==> config.mk <==
export PLATFORM = sky130hd
export DESIGN_NAME = clk_div_monitor
export DESIGN_NICKNAME = d
export VERILOG_FILES = /design/src/rtl/clk_div_pkg.sv /design/src/rtl/clk_div_monitor_edge_det.sv /design/src/rtl/clk_div_monitor.sv
export SDC_FILE = /design/constraint.sdc
export NUM_CORES = 1
export LEC_CHECK = 0
export BUFFER_PORTS_ARGS = -buffer_cell sky130_fd_sc_hd__buf_2
export CORE_ASPECT_RATIO = 0.8
export CORE_UTILIZATION = 45
export DETAILED_ROUTE_END_ITERATION = 16
export PLACE_DENSITY = 0.64
export SYNTH_ARGS = -nofsm -noshare
export SYNTH_HDL_FRONTEND = slang
export SYNTH_HIERARCHICAL = 1
export SYNTH_SLANG_ARGS = --single-unit
==> constraint.sdc <==
create_clock -name clk -period 3.75 [get_ports clk]
set_clock_uncertainty 0.2 [all_clocks]
set_input_delay 0.375 -clock clk [delete_from_list [all_inputs] [get_ports clk]]
set_output_delay 0.375 -clock clk [all_outputs]
set_load 0.01 [all_outputs]
==> src/rtl/clk_div_pkg.sv <==
// clk_div_pkg: shared types, default parameter values and helper function
// for the divided-clock period monitor.
//   state_e          : measurement FSM states (IDLE, MEAS)
//   *_DEF constants  : default values of the clk_div_monitor parameters
//   exceeds_tol()    : absolute-deviation-above-tolerance test
package clk_div_pkg;

  localparam int CNT_W_DEF       = 16;
  localparam int EXPECT_DIV_DEF  = 10;
  localparam int TOL_DEF         = 0;
  localparam int LOCK_N_DEF      = 4;
  localparam int TIMEOUT_CYC_DEF = 64;

  typedef enum logic [0:0] {
    IDLE = 1'b0,
    MEAS = 1'b1
  } state_e;

  // True when |meas - exp_val| > tol; operands are unsigned cycle counts.
  function automatic logic exceeds_tol(input logic [31:0] meas,
                                       input logic [31:0] exp_val,
                                       input logic [31:0] tol);
    logic [31:0] diff;
    diff = 32'd0;
    if (meas >= exp_val) begin
      diff = meas - exp_val;
    end else begin
      diff = exp_val - meas;
    end
    return (diff > tol);
  endfunction

endpackage

==> src/rtl/clk_div_monitor_edge_det.sv <==
// edge_det: one-flop delay of the monitored signal plus rising-edge detect.
// Ports:
//   clk   in  system clock
//   rst_n in  synchronous active-low reset (clears the delay flop)
//   din   in  signal under test, already synchronous to clk
//   rise  out combinational, high in the cycle din is 1 and was 0 before
module edge_det (
  input  logic clk,
  input  logic rst_n,
  input  logic din,
  output logic rise
);

  logic d1_d;
  logic d1_q;

  // Next value of the delay flop.
  always_comb begin
    d1_d = din;
  end

  // Delay flop with synchronous reset.
  always_ff @(posedge clk) begin
    if (!rst_n) begin
      d1_q <= 1'b0;
    end else begin
      d1_q <= d1_d;
    end
  end

  assign rise = din & ~d1_q;

endmodule

==> src/rtl/clk_div_monitor.sv <==
// clk_div_monitor: measures period, high time and low time of a divided
// clock that is synchronous to clk, compares the period with an expected
// value, tracks lock and flags silence.
// Ports:
//   clk        in  system clock
//   rst_n      in  synchronous active-low reset
//   clk_div_in in  divided clock under test (no synchronizer)
//   period     out last measured period (high_time + low_time, saturating)
//   high_time  out cycles sampled high in the last period
//   low_time   out cycles sampled low in the last period
//   meas_valid out one-cycle pulse when the three measurements update
//   locked     out level, LOCK_N consecutive matching periods seen
//   mismatch   out one-cycle pulse with meas_valid when the period is off
//   timeout    out one-cycle pulse after TIMEOUT_CYC cycles without a rise
module clk_div_monitor
  import clk_div_pkg::*;
#(
  parameter int CNT_W       = CNT_W_DEF,
  parameter int EXPECT_DIV  = EXPECT_DIV_DEF,
  parameter int TOL         = TOL_DEF,
  parameter int LOCK_N      = LOCK_N_DEF,
  parameter int TIMEOUT_CYC = TIMEOUT_CYC_DEF
) (
  input  logic             clk,
  input  logic             rst_n,
  input  logic             clk_div_in,
  output logic [CNT_W-1:0] period,
  output logic [CNT_W-1:0] high_time,
  output logic [CNT_W-1:0] low_time,
  output logic             meas_valid,
  output logic             locked,
  output logic             mismatch,
  output logic             timeout
);

  // Silence and match counters are sized from their limits, not CNT_W,
  // so a narrow CNT_W cannot make the timeout unreachable.
  localparam int SIL_W = $clog2(TIMEOUT_CYC + 1);
  localparam int MCH_W = $clog2(LOCK_N + 1);

  localparam logic [CNT_W-1:0] CNT_MAX   = {CNT_W{1'b1}};
  localparam logic [CNT_W-1:0] CNT_ONE   = CNT_W'(1);
  localparam logic [SIL_W-1:0] SIL_ONE   = SIL_W'(1);
  localparam logic [SIL_W-1:0] SIL_LIMIT = SIL_W'(TIMEOUT_CYC);
  localparam logic [MCH_W-1:0] MCH_ONE   = MCH_W'(1);
  localparam logic [MCH_W-1:0] MCH_FULL  = MCH_W'(LOCK_N);

  logic rise_s;

  state_e           state_d,  state_q;
  logic [CNT_W-1:0] hi_cnt_d, hi_cnt_q;
  logic [CNT_W-1:0] lo_cnt_d, lo_cnt_q;
  logic [SIL_W-1:0] sil_cnt_d, sil_cnt_q;
  logic [MCH_W-1:0] match_cnt_d, match_cnt_q;
  logic [CNT_W-1:0] period_d, period_q;
  logic [CNT_W-1:0] high_time_d, high_time_q;
  logic [CNT_W-1:0] low_time_d, low_time_q;
  logic             meas_valid_d, meas_valid_q;
  logic             mismatch_d, mismatch_q;
  logic             timeout_d, timeout_q;
  logic             locked_d, locked_q;

  logic [CNT_W:0]   sum_s;
  logic [CNT_W-1:0] per_sat_s;
  logic             off_s;
  logic [SIL_W-1:0] sil_inc_s;

  edge_det u_edge_det (
    .clk   (clk),
    .rst_n (rst_n),
    .din   (clk_div_in),
    .rise  (rise_s)
  );

  // Saturating period of the counts in progress and its tolerance check.
  always_comb begin
    sum_s = {1'b0, hi_cnt_q} + {1'b0, lo_cnt_q};
    if (sum_s[CNT_W]) begin
      per_sat_s = CNT_MAX;
    end else begin
      per_sat_s = sum_s[CNT_W-1:0];
    end
    off_s     = exceeds_tol(32'(per_sat_s), 32'(EXPECT_DIV), 32'(TOL));
    sil_inc_s = sil_cnt_q + SIL_ONE;
  end

  // FSM next state, counters, measurement capture, lock and timeout.
  always_comb begin
    state_d      = state_q;
    hi_cnt_d     = hi_cnt_q;
    lo_cnt_d     = lo_cnt_q;
    sil_cnt_d    = sil_cnt_q;
    match_cnt_d  = match_cnt_q;
    period_d     = period_q;
    high_time_d  = high_time_q;
    low_time_d   = low_time_q;
    meas_valid_d = 1'b0;
    mismatch_d   = 1'b0;
    timeout_d    = 1'b0;
    locked_d     = locked_q;

    if (rise_s) begin
      sil_cnt_d = '0;
    end else begin
      sil_cnt_d = sil_inc_s;
    end

    case (state_q)
      IDLE: begin
        // Anything before the first rise is a partial period: drop it.
        if (rise_s) begin
          state_d  = MEAS;
          hi_cnt_d = CNT_ONE;
          lo_cnt_d = '0;
        end else begin
          state_d  = IDLE;
        end
      end
      MEAS: begin
        if (rise_s) begin
          high_time_d  = hi_cnt_q;
          low_time_d   = lo_cnt_q;
          period_d     = per_sat_s;
          meas_valid_d = 1'b1;
          hi_cnt_d     = CNT_ONE;
          lo_cnt_d     = '0;
          if (off_s) begin
            mismatch_d  = 1'b1;
            match_cnt_d = '0;
            locked_d    = 1'b0;
          end else begin
            if (match_cnt_q != MCH_FULL) begin
              match_cnt_d = match_cnt_q + MCH_ONE;
            end else begin
              match_cnt_d = match_cnt_q;
            end
            locked_d = (match_cnt_d == MCH_FULL);
          end
        end else if (clk_div_in) begin
          if (hi_cnt_q != CNT_MAX) begin
            hi_cnt_d = hi_cnt_q + CNT_ONE;
          end else begin
            hi_cnt_d = hi_cnt_q;
          end
        end else begin
          if (lo_cnt_q != CNT_MAX) begin
            lo_cnt_d = lo_cnt_q + CNT_ONE;
          end else begin
            lo_cnt_d = lo_cnt_q;
          end
        end
      end
      default: begin
        state_d  = IDLE;
        hi_cnt_d = '0;
        lo_cnt_d = '0;
      end
    endcase

    // Silence limit reached; a rise in the same cycle takes precedence.
    if (!rise_s && (sil_inc_s == SIL_LIMIT)) begin
      timeout_d   = 1'b1;
      sil_cnt_d   = '0;
      state_d     = IDLE;
      hi_cnt_d    = '0;
      lo_cnt_d    = '0;
      match_cnt_d = '0;
      locked_d    = 1'b0;
    end else begin
      timeout_d   = 1'b0;
    end
  end

  // State and output registers with synchronous reset.
  always_ff @(posedge clk) begin
    if (!rst_n) begin
      state_q      <= IDLE;
      hi_cnt_q     <= '0;
      lo_cnt_q     <= '0;
      sil_cnt_q    <= '0;
      match_cnt_q  <= '0;
      period_q     <= '0;
      high_time_q  <= '0;
      low_time_q   <= '0;
      meas_valid_q <= 1'b0;
      mismatch_q   <= 1'b0;
      timeout_q    <= 1'b0;
      locked_q     <= 1'b0;
    end else begin
      state_q      <= state_d;
      hi_cnt_q     <= hi_cnt_d;
      lo_cnt_q     <= lo_cnt_d;
      sil_cnt_q    <= sil_cnt_d;
      match_cnt_q  <= match_cnt_d;
      period_q     <= period_d;
      high_time_q  <= high_time_d;
      low_time_q   <= low_time_d;
      meas_valid_q <= meas_valid_d;
      mismatch_q   <= mismatch_d;
      timeout_q    <= timeout_d;
      locked_q     <= locked_d;
    end
  end

  assign period     = period_q;
  assign high_time  = high_time_q;
  assign low_time   = low_time_q;
  assign meas_valid = meas_valid_q;
  assign mismatch   = mismatch_q;
  assign timeout    = timeout_q;
  assign locked     = locked_q;

endmodule

==> results.yml <==
status:
  status: "finished with violations"
  violations: "negative setup slack"
cells_and_area:
  design_area_um2: 6380
  antenna_cells: 0
  area_growth_pct: 23.5
  final_common_cell: "nand2_1"
  most-common-layout-cells: "nand2_1 (115), dfxtp_1 (94), nor2_1 (74)"
  fillers: 1010
  final_util_pct: 57.9
  drive_gt1_share_pct: 22.2
  nets: 776
sta:
  hold_violations: 0
  setup_violations: 3
  rsz0062_at_grt: "yes"
  min_period_ns: 3.76
  worst_slack_ns: -0.00827
  tns_ns: -0.0155
  slew_headroom_pct: 49.4
  drv_slew: 0
  worstMarginPinSlew_ns: 0.758
  finalCritPeriodShare_pct: 100
  clock.fmax_mhz: 266
placed_design:
  port_buffers: 54
  dpl_cell_area_um2: 5940
  gp_congestion: 0.921
  dp_hpwl_um: 10500
logic_synthesis:
  synth.avg_cell_area_um2: 7.95
  synth_edf_count: 0
  synth_top_area_cell: "dfxtp_1"
  ys_types: 69
  ys_seq_area_share_pct: 37.2
  ys_seq_elements: 96
  yosys_warnings: 6
  synth_ff_type: "dfxtp_1"
  synthArstFlopShare_pct: 0
  yosys-top-cells-area: "dfxtp_1 (37%), nand2_1 (8.4%), ha_1 (6.1%), a21oi_1 (5.8%), nor2_1 (5.5%)"
  syn_inst: 650
  syn_nets: 679
  syn-cell-area_um2: 5170
  yosys.area.top_type_share_pct: 37.2
critical_path:
  path_cells: "ha_1 -> nand4_1 -> a211oi_1 -> nand4_1 -> buf_4 -> buf_4 -> and2_1 -> a2111oi_0 -> a311o_1 -> o2111ai_2 -> o31ai_4 -> buf_4 -> nor3_2"
  cp.required_ns: 3.78
  crit_slowest_cell: "a211oi_1"
  cp_max_fo: 6
  slowest_delay_ns: 0.47
  crit_top_cell: "buf_4"
  crit_family: "compound AO/OA/AOI/OAI gates"
  end_kind: "register"
  path_class: "reg2reg"
  worstPathArrival_ns: 3.79
  critPathBufInv: 3
  crit_path_start_kind: "register"
global_routing:
  grt_pass1_wl_um: 23200
  grt_pass1_vias: 4649
  grt_max_degree: 41
  antenna_found_initial: 0
  grtUsageTotal_pct: 24.5
  gr-total-overflow: 0
detailed_routing:
  drt-initial-drc-count: 364
  ant_nets: 0
  drt_wl_total_um: 14100
  post_drt_wl_per_cell_um: 15.7
  drc: 0
  vias_per_cell: 5.55
  route.vias.total: 4968
  first_pass_iters: 4
clocking:
  cts_tree: "yes"
  cts_buffers: 9
  clkSlewWorstSetupHoldPaths_ns: 0.06
  cts_root_buf: "clkbuf_16"
  clk_path_buf_depth: 2
  htreeDepth: 3
  clk_latency_ns: 0.35
  cts_sinks: 96
  holdBufCountCts: 0
power:
  leakage_nw: 2.64
  peakVddDrop_mv: 0.195
  power.density_nw_per_um2: 338
hold_path:
  hp-class: "in2reg"
job:
  cap_viol_max_count: 0
die:
  core_area_um2: 11000
  initial_core_util_pct: 46.9
  die-area_um2: 11900
  boundaryPins: 55
  rows: 34
  die_h_um: 97.8
  die-width_um: 122
[power breakdown]
| part | switching, W | internal, W | leakage (nW) |
|---|---|---|---|
| sequential | 0.00000968 | 0.00104 | 0.777 |
| clock | 0.000405 | 0.000572 | 0.155 |
| combinational | 0.0000904 | 0.0000463 | 1.71 |
[state kept, by name (all words and copies together) (netlist names)]
register and cells:
high_time 16, sil_cnt_q 7, mismatch 1, lo_cnt_q 16, period 16, low_time 16
u_edge_det/d1_q 1, timeout 1, meas_valid 1, locked 1, state_q 1, match_cnt_q 3
hi_cnt_q 16
[per-stage QoR]
step | power [W] | hold slack, ns | instances | setup WS [ns]
detailed placement | 0.00120 | 0.245 | 872 | -0.217
floorplan | 0.00115 | 0.243 | 650 | 0.0358
global route | 0.00223 | 0.131 | 895 | -0.129
global placement | 0.00120 | 0.236 | 872 | -0.0139
finish | 0.00216 | 0.136 | 895 | -0.00827
CTS | 0.00217 | 0.126 | 894 | -0.157
[kinds of logic (layout without fill, tap and decap cells)]
| family | Yosys count | after routing | synth area share (%) |
|---|---|---|---|
| multiplexers | 6 | 6 | 1.16 |
| XOR/XNOR | 33 | 33 | 5.74 |
| AND/OR/NAND/NOR | 267 | 267 | 23.1 |
| buffers and inverters | 52 | 153 | 3.92 |
| AO/OA/AOI/OAI | 170 | 170 | 22.5 |
| flip-flops | 96 | 96 | 37.2 |
| adder cells (fa/ha/maj) | 26 | 26 | 6.44 |
[layout make-up]
| type | instances | area, um2 | area share, % |
|---|---|---|---|
| Sequential cell | 96 | 1920 | 30.2 |
| Clock inverter | 3 | 47.5 | 0.745 |
| Multi-Input combinational cell | 502 | 3140 | 49.2 |
| Tap cell | 144 | 180 | 2.82 |
| Timing Repair Buffer | 116 | 736 | 11.5 |
| Inverter | 22 | 85.1 | 1.33 |
| Clock buffer | 12 | 267 | 4.18 |
[synthesized netlist by cell type (3+ instances only)]
master	instances
a31oi_1	10
and3_1	9
a21o_1	4
nand2_1	116
a211oi_1	20
buf_1	4
buf_2	3
clkbuf_1	22
a311oi_1	4
nor4_1	5
ha_1	25
o21a_1	3
a41oi_1	3
and2_1	6
inv_1	21
o2111ai_1	3
nor2_1	76
xor2_1	20
a32oi_1	3
nand4_1	5
dfxtp_1	96
xnor2_1	12
nand4b_1	3
o21ai_1	7
nand3_1	23
a21oi_1	60
mux2i_1	6
o21ai_0	21
nor3_1	8
[layer usage]
| layer | routed length [um] | track usage (%) | part of all wire [%] | vias to the layer above |
|---|---|---|---|---|
| li1 | - | - | - | 2487 |
| met1 | 7080 | 35.5 | 50 | 2338 |
| met2 | 6090 | 37.1 | 43 | 125 |
| met3 | 666 | 4.50 | 4.7 | 18 |
| met4 | 212 | 6.46 | 1.5 | 0 |
| met5 | 0 | 0 | 0 | - |
[final timing paths]
check             cells after the start           from               to  slack (ns)
setup / recovery                     13   lo_cnt_q[10]         mismatch      -0.008
hold / removal                        2     clk_div_in  u_edge_det/d1_q        0.14
setup reg to reg                     13   lo_cnt_q[10]         mismatch      -0.008
hold reg to reg                       2  high_time[12]    high_time[12]        0.25
[repair_timing]
action | CTS | global route
buffers inserted | 7 | 2
gates cloned | 0 | 0
resized for setup | 12 | 3
endpoints found under the setup margin | 5 | 5
pin swaps | 18 | 16
Note: power is estimated with default switching activity, not from simulation.
